$ cat config.mk
export PLATFORM = sky130hd
export DESIGN_NAME = load_store_unit
export DESIGN_NICKNAME = d
export VERILOG_FILES = /design/src/rtl/lsu_pkg.sv /design/src/rtl/load_store_unit_align.sv /design/src/rtl/load_store_unit.sv
export SDC_FILE = /design/constraint.sdc
export NUM_CORES = 1
export LEC_CHECK = 0
export ABC_AREA = 1
export CORE_MARGIN = 3
export CORE_UTILIZATION = 45
export CTS_CLUSTER_DIAMETER = 120
export DETAILED_ROUTE_END_ITERATION = 10
export PLACE_DENSITY = 0.88
export SLEW_MARGIN = 20
export SYNTH_ARGS = -nofsm -noshare
export SYNTH_HDL_FRONTEND = slang
export SYNTH_SLANG_ARGS = --single-unit
$ cat constraint.sdc
create_clock -name clk -period 3.1 [get_ports clk]
set_clock_uncertainty 0.15 [all_clocks]
set_input_delay 0.31 -clock clk [delete_from_list [all_inputs] [get_ports clk]]
set_output_delay 0.31 -clock clk [all_outputs]
set_load 0.01 [all_outputs]
$ cat src/rtl/lsu_pkg.sv
`default_nettype none
// ============================================================================
//  Module      : lsu_pkg
//  Description : Shared types and constants for the load/store unit:
//                sequencing states, RV32I funct3 width codes and the
//                address of the one memory word that has no storage.
//  Revision    : 1.0  initial release
// ============================================================================
package lsu_pkg;

    typedef enum logic [1:0] {
        S_IDLE = 2'd0,
        S_REQ  = 2'd1,
        S_WAIT = 2'd2,
        S_RESP = 2'd3
    } lsu_state_e;

    localparam logic [2:0] F3_B  = 3'd0;
    localparam logic [2:0] F3_H  = 3'd1;
    localparam logic [2:0] F3_W  = 3'd2;
    localparam logic [2:0] F3_BU = 3'd4;
    localparam logic [2:0] F3_HU = 3'd5;

    // The data memory is 255 words deep; word index 0xFF has no storage.
    localparam logic [7:0] UNBACKED_WORD = 8'hFF;

    // True when funct3 is not a width code valid for this direction.
    function automatic logic f3_illegal(input logic we, input logic [2:0] f3);
        logic r;
        if (we) begin
            r = (f3 > F3_W);
        end else begin
            r = !((f3 == F3_B) || (f3 == F3_H) || (f3 == F3_W) ||
                  (f3 == F3_BU) || (f3 == F3_HU));
        end
        return r;
    endfunction

endpackage
`default_nettype wire

$ cat src/rtl/load_store_unit_align.sv
`default_nettype none
// ============================================================================
//  Module      : lsu_align
//  Description : Combinational lane logic. Request path turns funct3, the
//                byte offset and right-aligned store data into a byte mask,
//                lane-replicated write data and a misalignment flag. Load
//                path selects the addressed byte/halfword from a memory word
//                and sign- or zero-extends it.
//  Revision    : 1.0  initial release
// ============================================================================
module lsu_align
    import lsu_pkg::*;
(
    input  logic [2:0]  req_funct3_i,
    input  logic [1:0]  req_off_i,
    input  logic [31:0] req_wdata_i,
    output logic [3:0]  req_mask_o,
    output logic [31:0] req_data_o,
    output logic        req_misalign_o,
    input  logic [2:0]  ld_funct3_i,
    input  logic [1:0]  ld_off_i,
    input  logic [31:0] ld_word_i,
    output logic [31:0] ld_result_o
);

    logic [7:0]  w_byte;
    logic [15:0] w_half;

    // Mask, replicated data and alignment check from the access width (funct3[1:0]).
    always_comb begin
        req_mask_o     = 4'b0000;
        req_data_o     = req_wdata_i;
        req_misalign_o = 1'b0;
        case (req_funct3_i[1:0])
            2'd0: begin
                req_mask_o = 4'b0001 << req_off_i;
                req_data_o = {4{req_wdata_i[7:0]}};
            end
            2'd1: begin
                req_mask_o     = req_off_i[1] ? 4'b1100 : 4'b0011;
                req_data_o     = {2{req_wdata_i[15:0]}};
                req_misalign_o = req_off_i[0];
            end
            2'd2: begin
                req_mask_o     = 4'b1111;
                req_misalign_o = (req_off_i != 2'b00);
            end
            default: begin
                req_mask_o     = 4'b0000;
                req_misalign_o = 1'b0;
            end
        endcase
    end

    // Lane selection and extension of the returned memory word.
    always_comb begin
        w_byte      = ld_word_i[{ld_off_i, 3'b000} +: 8];
        w_half      = ld_off_i[1] ? ld_word_i[31:16] : ld_word_i[15:0];
        ld_result_o = 32'h0;
        case (ld_funct3_i)
            F3_B:    ld_result_o = {{24{w_byte[7]}}, w_byte};
            F3_BU:   ld_result_o = {24'h0, w_byte};
            F3_H:    ld_result_o = {{16{w_half[15]}}, w_half};
            F3_HU:   ld_result_o = {16'h0, w_half};
            F3_W:    ld_result_o = ld_word_i;
            default: ld_result_o = 32'h0;
        endcase
    end

endmodule
`default_nettype wire

$ cat src/rtl/load_store_unit.sv
`default_nettype none
// ============================================================================
//  Module      : load_store_unit
//  Description : Sequences one RV32I load or store at a time into a
//                byte-masked data memory with a one-cycle registered read.
//                Illegal, misaligned or unbacked accesses complete with an
//                error and never reach the memory. All outputs registered.
//  Revision    : 1.0  initial release
// ============================================================================
module load_store_unit
    import lsu_pkg::*;
#(
    parameter int unsigned ADDR_W = 8
)
(
    input  logic              clk,
    input  logic              rst,
    input  logic              lsu_valid_i,
    input  logic              lsu_we_i,
    input  logic [2:0]        lsu_funct3_i,
    input  logic [31:0]       lsu_addr_i,
    input  logic [31:0]       lsu_wdata_i,
    output logic              lsu_ready_o,
    output logic              lsu_done_o,
    output logic              lsu_err_o,
    output logic [31:0]       lsu_rdata_o,
    output logic              mem_request_o,
    output logic              mem_we_re_o,
    output logic [ADDR_W-1:0] mem_address_o,
    output logic [31:0]       mem_data_in_o,
    output logic [3:0]        mem_mask_o,
    input  logic [31:0]       mem_data_out_i
);

    lsu_state_e        state_q, state_d;

    logic              we_q, we_d;
    logic [2:0]        f3_q, f3_d;
    logic [1:0]        off_q, off_d;
    logic              ready_q, ready_d;
    logic              done_q, done_d;
    logic              err_q, err_d;
    logic [31:0]       rdata_q, rdata_d;
    logic              req_q, req_d;
    logic              mem_we_q, mem_we_d;
    logic [ADDR_W-1:0] mem_addr_q, mem_addr_d;
    logic [31:0]       mem_data_q, mem_data_d;
    logic [3:0]        mem_mask_q, mem_mask_d;

    logic [3:0]        w_st_mask;
    logic [31:0]       w_st_data;
    logic              w_misalign;
    logic [31:0]       w_ld_result;
    logic [ADDR_W-1:0] w_word_idx;
    logic              w_reject;

    // Upper address bits are deliberately dropped: the space wraps every 1 KiB.
    logic              w_unused_addr;
    assign w_unused_addr = ^lsu_addr_i[31:ADDR_W+2];

    assign w_word_idx = lsu_addr_i[ADDR_W+1:2];
    assign w_reject   = f3_illegal(lsu_we_i, lsu_funct3_i) || w_misalign ||
                        (w_word_idx == ADDR_W'(UNBACKED_WORD));

    // Request lanes come from the live inputs (used only on accept); load
    // extraction uses the captured funct3/offset against the returned word.
    lsu_align u_align (
        .req_funct3_i   (lsu_funct3_i),
        .req_off_i      (lsu_addr_i[1:0]),
        .req_wdata_i    (lsu_wdata_i),
        .req_mask_o     (w_st_mask),
        .req_data_o     (w_st_data),
        .req_misalign_o (w_misalign),
        .ld_funct3_i    (f3_q),
        .ld_off_i       (off_q),
        .ld_word_i      (mem_data_out_i),
        .ld_result_o    (w_ld_result)
    );

    // Next-state and next-output decode; every output is a registered copy.
    always_comb begin
        state_d    = state_q;
        we_d       = we_q;
        f3_d       = f3_q;
        off_d      = off_q;
        err_d      = 1'b0;
        rdata_d    = rdata_q;
        mem_we_d   = 1'b0;
        mem_addr_d = mem_addr_q;
        mem_data_d = mem_data_q;
        mem_mask_d = mem_mask_q;
        case (state_q)
            S_IDLE: begin
                if (lsu_valid_i) begin
                    we_d    = lsu_we_i;
                    f3_d    = lsu_funct3_i;
                    off_d   = lsu_addr_i[1:0];
                    rdata_d = 32'h0;
                    if (w_reject) begin
                        state_d = S_RESP;
                        err_d   = 1'b1;
                    end else begin
                        state_d    = S_REQ;
                        mem_we_d   = lsu_we_i;
                        mem_addr_d = w_word_idx;
                        if (lsu_we_i) begin
                            mem_data_d = w_st_data;
                            mem_mask_d = w_st_mask;
                        end
                    end
                end
            end
            S_REQ:   state_d = we_q ? S_RESP : S_WAIT;
            S_WAIT: begin
                rdata_d = w_ld_result;
                state_d = S_RESP;
            end
            S_RESP:  state_d = S_IDLE;
            default: state_d = S_IDLE;
        endcase
        ready_d = (state_d == S_IDLE);
        done_d  = (state_d == S_RESP);
        req_d   = (state_d == S_REQ);
    end

    // State register.
    always_ff @(posedge clk or posedge rst) begin
        if (rst) begin
            state_q <= S_IDLE;
        end else begin
            state_q <= state_d;
        end
    end

    // Captured operation and registered outputs.
    always_ff @(posedge clk or posedge rst) begin
        if (rst) begin
            we_q       <= 1'b0;
            f3_q       <= 3'd0;
            off_q      <= 2'd0;
            ready_q    <= 1'b1;
            done_q     <= 1'b0;
            err_q      <= 1'b0;
            rdata_q    <= 32'h0;
            req_q      <= 1'b0;
            mem_we_q   <= 1'b0;
            mem_addr_q <= '0;
            mem_data_q <= 32'h0;
            mem_mask_q <= 4'h0;
        end else begin
            we_q       <= we_d;
            f3_q       <= f3_d;
            off_q      <= off_d;
            ready_q    <= ready_d;
            done_q     <= done_d;
            err_q      <= err_d;
            rdata_q    <= rdata_d;
            req_q      <= req_d;
            mem_we_q   <= mem_we_d;
            mem_addr_q <= mem_addr_d;
            mem_data_q <= mem_data_d;
            mem_mask_q <= mem_mask_d;
        end
    end

    assign lsu_ready_o   = ready_q;
    assign lsu_done_o    = done_q;
    assign lsu_err_o     = err_q;
    assign lsu_rdata_o   = rdata_q;
    assign mem_request_o = req_q;
    assign mem_we_re_o   = mem_we_q;
    assign mem_address_o = mem_addr_q;
    assign mem_data_in_o = mem_data_q;
    assign mem_mask_o    = mem_mask_q;

endmodule
`default_nettype wire

==> After elaboration in Yosys (flattened, before gate mapping) <==
Index checks and enable logic that the tools add are counted.
{ "totals": {"reg_bits": 89, "wordCells": 71, "inputBits": 103, "output_inout_bits": 81} }
{ "op_classes": {"bitwise_logic": 1, "shift": 2, "reduce_logical": 18, "order_cmp": 1, "eq_ne": 17, "n_mux": 19} }
{ "ops": {"columns": ["cell", "n"], "rows": [
  ["case mux 32 bit (5 select lines)", 1],
  ["case mux 32 bit (2 select lines)", 2],
  ["two-way mux 32 bit", 1],
  ["variable part select 32 x 6 -> 8 bit", 1],
  ["two-way mux 16 bit", 1],
  ["equality test 3 bit (second input constant)", 4],
  ["case mux 4 bit (3 select lines)", 1],
  ["equality test 2 bit (second input constant)", 4],
  ["equality test 8 bit (second input constant)", 1],
  ["two-way mux 1 bit", 8],
  ["case mux 2 bit (4 select lines)", 1],
  ["equality test 2 x 1 -> 1 bit (second input constant)", 3],
  ["equality test 3 x 1 -> 1 bit (second input constant)", 2],
  ["equality test 3 x 2 -> 1 bit (second input constant)", 2],
  ["zero test 2 bit", 3],
  ["zero test 3 bit", 2],
  ["logical OR 1 bit", 6],
  ["two-way mux 2 bit", 2],
  ["two-way mux 4 bit", 1],
  ["AND reduction 2 bit", 2],
  ["AND reduction 4 bit", 1],
  ["nonzero test 2 bit", 2],
  ["left shift 1 x 2 -> 4 bit (first input constant)", 1],
  ["greater-than comparator 3 x 2 -> 1 bit (second input constant)", 1],
  ["5 further kinds", 5]
]} }

==> Depth between registers and ports, before layout <==
{ "depth": {"depth_word": 13, "depth_mapped": 12, "ltp_nobuf": 10} }

==> Cells and area by module <==
A second synthesis with hierarchy kept.
{ "hier_totals": {"cells_unflattened": 655, "hier_area_um2": 4892.2} }
{ "modules_own_cells": {"columns": ["module", "instances", "area_each_um2", "cells_each"], "rows": [
  ["load_store_unit", 1, 3530.9, 395],
  ["lsu_align", 1, 1361.3, 260]
]} }

==> Worst setup path after synthesis <==
Ideal clock, no wire load.
{ "synth_path": {"kind": "in2reg", "startpoint": "in lsu_funct3_i[1]", "endpoint": "reg mem_mask_q[0] (netlist: mem_mask_o[0])", "setup_slack_ns": 1.050, "setup_ns": 0.066, "cell_stages": 11, "arrival_time_ns": 1.833, "path_cell_list": "clkbuf_1 > inv_1 > ha_1 > nor2_4 > nor2_1 > nor2_2 > nor2_8 > nand3_4 > buf_4 > nand2_1 > nand2_1"} }
{ "synth_between": {"elab_chain_len": 11, "elab_cells_between_ends": 21, "classes_between": "order compare (1); eq/ne (6); mux (3); bitwise (1); reduce/logical (10)"} }
{ "synth_rtl": {"columns": ["item", "line", "source"], "rows": [
  ["from (decl)", "load_store_unit.sv:20", "input logic [2:0] lsu_funct3_i,"],
  ["equality test 3 x 1 -> 1 bit / zero test 3 bit (equally long branches)", "lsu_pkg.sv:33", "r = !((f3 == F3_B) || (f3 == F3_H) || (f3 == F3_W) ||"],
  ["logical OR 1 bit (3 in series)", "lsu_pkg.sv:33", null],
  ["logical OR 1 bit", "lsu_pkg.sv:34", "(f3 == F3_BU) || (f3 == F3_HU));"],
  ["zero test 1 bit", "lsu_pkg.sv:33", null],
  ["two-way mux 1 bit", "lsu_pkg.sv:30", "if (we) begin"],
  ["logical OR 1 bit (2 in series)", "load_store_unit.sv:62", "assign w_reject = f3_illegal(lsu_we_i, lsu_funct3_i) || w_misalign ||"],
  ["NOT 1 bit (no source line)", null, null],
  ["AND reduction 4 bit (no source line)", null, null],
  ["to (signal assigned)", "load_store_unit.sv:162", "mem_mask_q <= mem_mask_d;"],
  ["to (decl)", "load_store_unit.sv:48", "logic [3:0] mem_mask_q, mem_mask_d;"]
]} }
Several ways; a longest one is shown, not always the timed one.
A chain may end at the register's enable or synchronous reset.

==> Worst setup path in the final report <==
{ "layout_path": {"startpoint": "reg state_q[1]", "endpoint": "reg mem_data_q[25] (netlist: mem_data_in_o[25])"} }
{ "layout_between": {"elab_chain_len": 2} }
{ "layout_rtl": {"columns": ["item", "line", "source"], "rows": [
  ["from (decl)", "load_store_unit.sv:35", "lsu_state_e state_q, state_d;"],
  ["from (signal assigned)", "load_store_unit.sv:131", "state_q <= state_d;"],
  ["zero test 2 bit", "load_store_unit.sv:92", "case (state_q)"],
  ["AND reduction 4 bit (no source line)", null, null],
  ["to (signal assigned)", "load_store_unit.sv:161", "mem_data_q <= mem_data_d;"],
  ["to (decl)", "load_store_unit.sv:47", "logic [31:0] mem_data_q, mem_data_d;"]
]} }
Every way passes these cells.

==> impl_metrics.tcl <==
set metrics [dict create \
    ys_types 24 \
    drcViolationCount 0 \
    antenna_found_initial 0 \
    ant_nets 0 \
    finalMaxSlewViolations 0 \
    fillCellCount 881 \
    synth_area_per_cell_um2 7.11 \
    h-tree-depth 3 \
    fmax_mhz 404 \
    grt_max_degree 90 \
    hp-class "input pin to asynchronous set/reset pin" \
    area_growth_pct 40.1 \
    maxCapViolations 0 \
    drt_first_pass_iters 5 \
    critical_path_class "flop to flop" \
    finish.utilization 0.650 \
    num_vias 4954 \
    cts_hold_buf 0 \
    tightest_slew_ns 0.764 \
    ys_async_sr_fraction 1.00 \
    clock_path_buffers 2 \
    grt_pass1_wl_mm 22.3 \
    syn_inst 677 \
    worstSetupPathDepth 8 \
    worstSkewPairLatency_ns 0.37 \
    multiInputGateArea_um2 2210 \
    totalWireLength_mm 13.7 \
    period_needed_ns 2.47 \
    final_common_cell "nand2_1" \
    nNetsFinal 933 \
    clk_pin_slew_ns 0.10 \
    worst_setup_path_start_kind "flop" \
    syn_area_um2 4810 \
    finalSetupTns_ns 0 \
    ff2ff_path_depth 8 \
    critPathCaptureType "flop" \
    cts_tree "yes" \
    wl_per_cell_um 14.2 \
    cts_buffers 9 \
    die_w_um 109 \
    synth_ff_type "dfrtp_1" \
    hold_violations 0 \
    die_h_um 109 \
    fp.coreArea_um2 10400 \
    yosysSeqAreaShare 0.463 \
    ios 184 \
    yosys_warnings 0 \
    max-vdd-ir-drop_mv 0.406 \
    root_buffer "clkbuf_8" \
    crit_slowest_cell "buf_4" \
    outcome "completed" \
    crit_chain "inv_1 -> ha_1 -> nand2_1 -> inv_1 -> buf_4 -> nand3_4 -> nand2_1 -> nand2_1" \
    seqCellArea_um2 2230 \
    cts_resized 0 \
    first_iter_violations 344 \
    drive_above_1_share 0.0495 \
    cp_max_fo 47 \
    diodes 0 \
    synth_edf_count 0 \
    grt_remaining_overflow 0 \
    cts_setup_buffers 0 \
    finalCritPeriodShare 0.798 \
    fp-row-count 37 \
    dpl.hpwl_mm 9.65 \
    crit_required_ns 3.22 \
    max-slew-margin-rel 0.490 \
    numPortBuffers 161 \
    vias_per_cell 5.14 \
    path_buf_inv 3 \
    place_congestion 0.878 \
    numClockSinks 89 \
    cp.arrival_ns 2.59 \
    synth_nets 787 \
    crit_family "simple AND/OR/NAND/NOR gates" \
    max_stage_delay_ns 0.45 \
    grtUsageTotal 0.235 \
    p_leak_nw 3.48 \
    power_density_nw_per_um2 868 \
    die-area_um2 12000 \
    start_util 0.464 \
    setup_violations 0 \
    synth_seq_cells 89 \
    grt_pass1_vias 4689 \
    layout_common_cells "nand2_1, clkdlybuf4s50_1, dfrtp_1" \
    path_common_cell "nand2_1" \
    rsz0062_at_grt "false" \
]
## power breakdown
group | switching, mW | internal [mW] | total [mW]
sequential | 0.322 | 1.69 | 2.02
clock | 0.441 | 0.422 | 0.863
combinational | 1.57 | 1.40 | 2.97
total | 2.33 | 3.52 | 5.85
## per-stage QoR
step	hold WS (ns)	area (um2)	setup slack [ns]	std cells	total power, mW
global route	0.260	6740	0.368	964	6.34
global placement	0.303	6520	0.332	948	4.96
CTS	0.238	6740	0.450	964	5.89
detailed placement	0.307	6520	0.305	948	5.01
finish	0.207	6740	0.627	964	5.85
floorplan	0.304	4810	0.335	677	3.55
## cell families after synthesis
family	count (synthesis)	share of synthesized area
buffers and inverters	96	0.0801
AO/OA/AOI/OAI	83	0.0902
adder cells (fa/ha/maj)	7	0.0182
AND/OR/NAND/NOR	402	0.348
flip-flops	89	0.463
## routing by layer
metal,GRT usage,up-vias,share of wire
met1,0.316,2298,0.44
li1,-,2426,-
met4,0.0837,0,0.019
met2,0.363,207,0.44
met3,0.0664,23,0.10
met5,0,-,0
## tightest hold or removal path, stage by stage
cell	delay (ns)
clkdlybuf4s50_1	0.42
clkinv_2	0.07
buf_12	0.36
## path summary, 6_finish.rpt
check                                              from                             to  slack [ns]
max                                state_q[1]$_DFF_PP0_  mem_data_in_o[25]$_DFFE_PP0P_        0.63
min                                                 rst    lsu_rdata_o[21]$_DFFE_PP0P_        0.21
max reg2reg                        state_q[1]$_DFF_PP0_  mem_data_in_o[25]$_DFFE_PP0P_        0.63
min reg2reg                mem_address_o[4]$_DFFE_PP0P_   mem_address_o[4]$_DFFE_PP0P_        0.33
max in group asynchronous                           rst          lsu_ready_o$_DFF_PP1_        2.19
min in group clk           mem_address_o[4]$_DFFE_PP0P_   mem_address_o[4]$_DFFE_PP0P_        0.33
## registers in the layout, summed over array words and instances, names as in the netlist
register / flops
mem_mask_o: 4
lsu_done_o: 1
state_q: 2
lsu_err_o: 1
mem_request_o: 1
mem_we_re_o: 1
off_q: 2
f3_q: 3
mem_address_o: 8
we_q: 1
lsu_rdata_o: 32
mem_data_in_o: 32
lsu_ready_o: 1
## area by class of cell
cell class | count | area share
repair buffers | 170 | 0.251
clock inverters | 5 | 0.00928
multi-input cells | 492 | 0.327
inverters | 61 | 0.0342
well taps | 136 | 0.0252
clock buffers | 11 | 0.0225
flip-flops and latches | 89 | 0.331
## synthesized netlist by cell type, types with 4 or more instances
master | instances | area (um2)
a21oi_1 | 30 | 150
buf_2 | 8 | 40.0
buf_4 | 4 | 30.0
clkbuf_1 | 20 | 75.1
dfrtp_1 | 88 | 2200
ha_1 | 7 | 87.6
inv_1 | 57 | 214
inv_2 | 4 | 15.0
nand2_1 | 329 | 1230
nand3_1 | 17 | 85.1
nand4_1 | 36 | 225
nor2_1 | 11 | 41.3
o211ai_1 | 5 | 37.5
o21ai_0 | 46 | 230
Note: power is estimated with default switching activity, not from simulation.
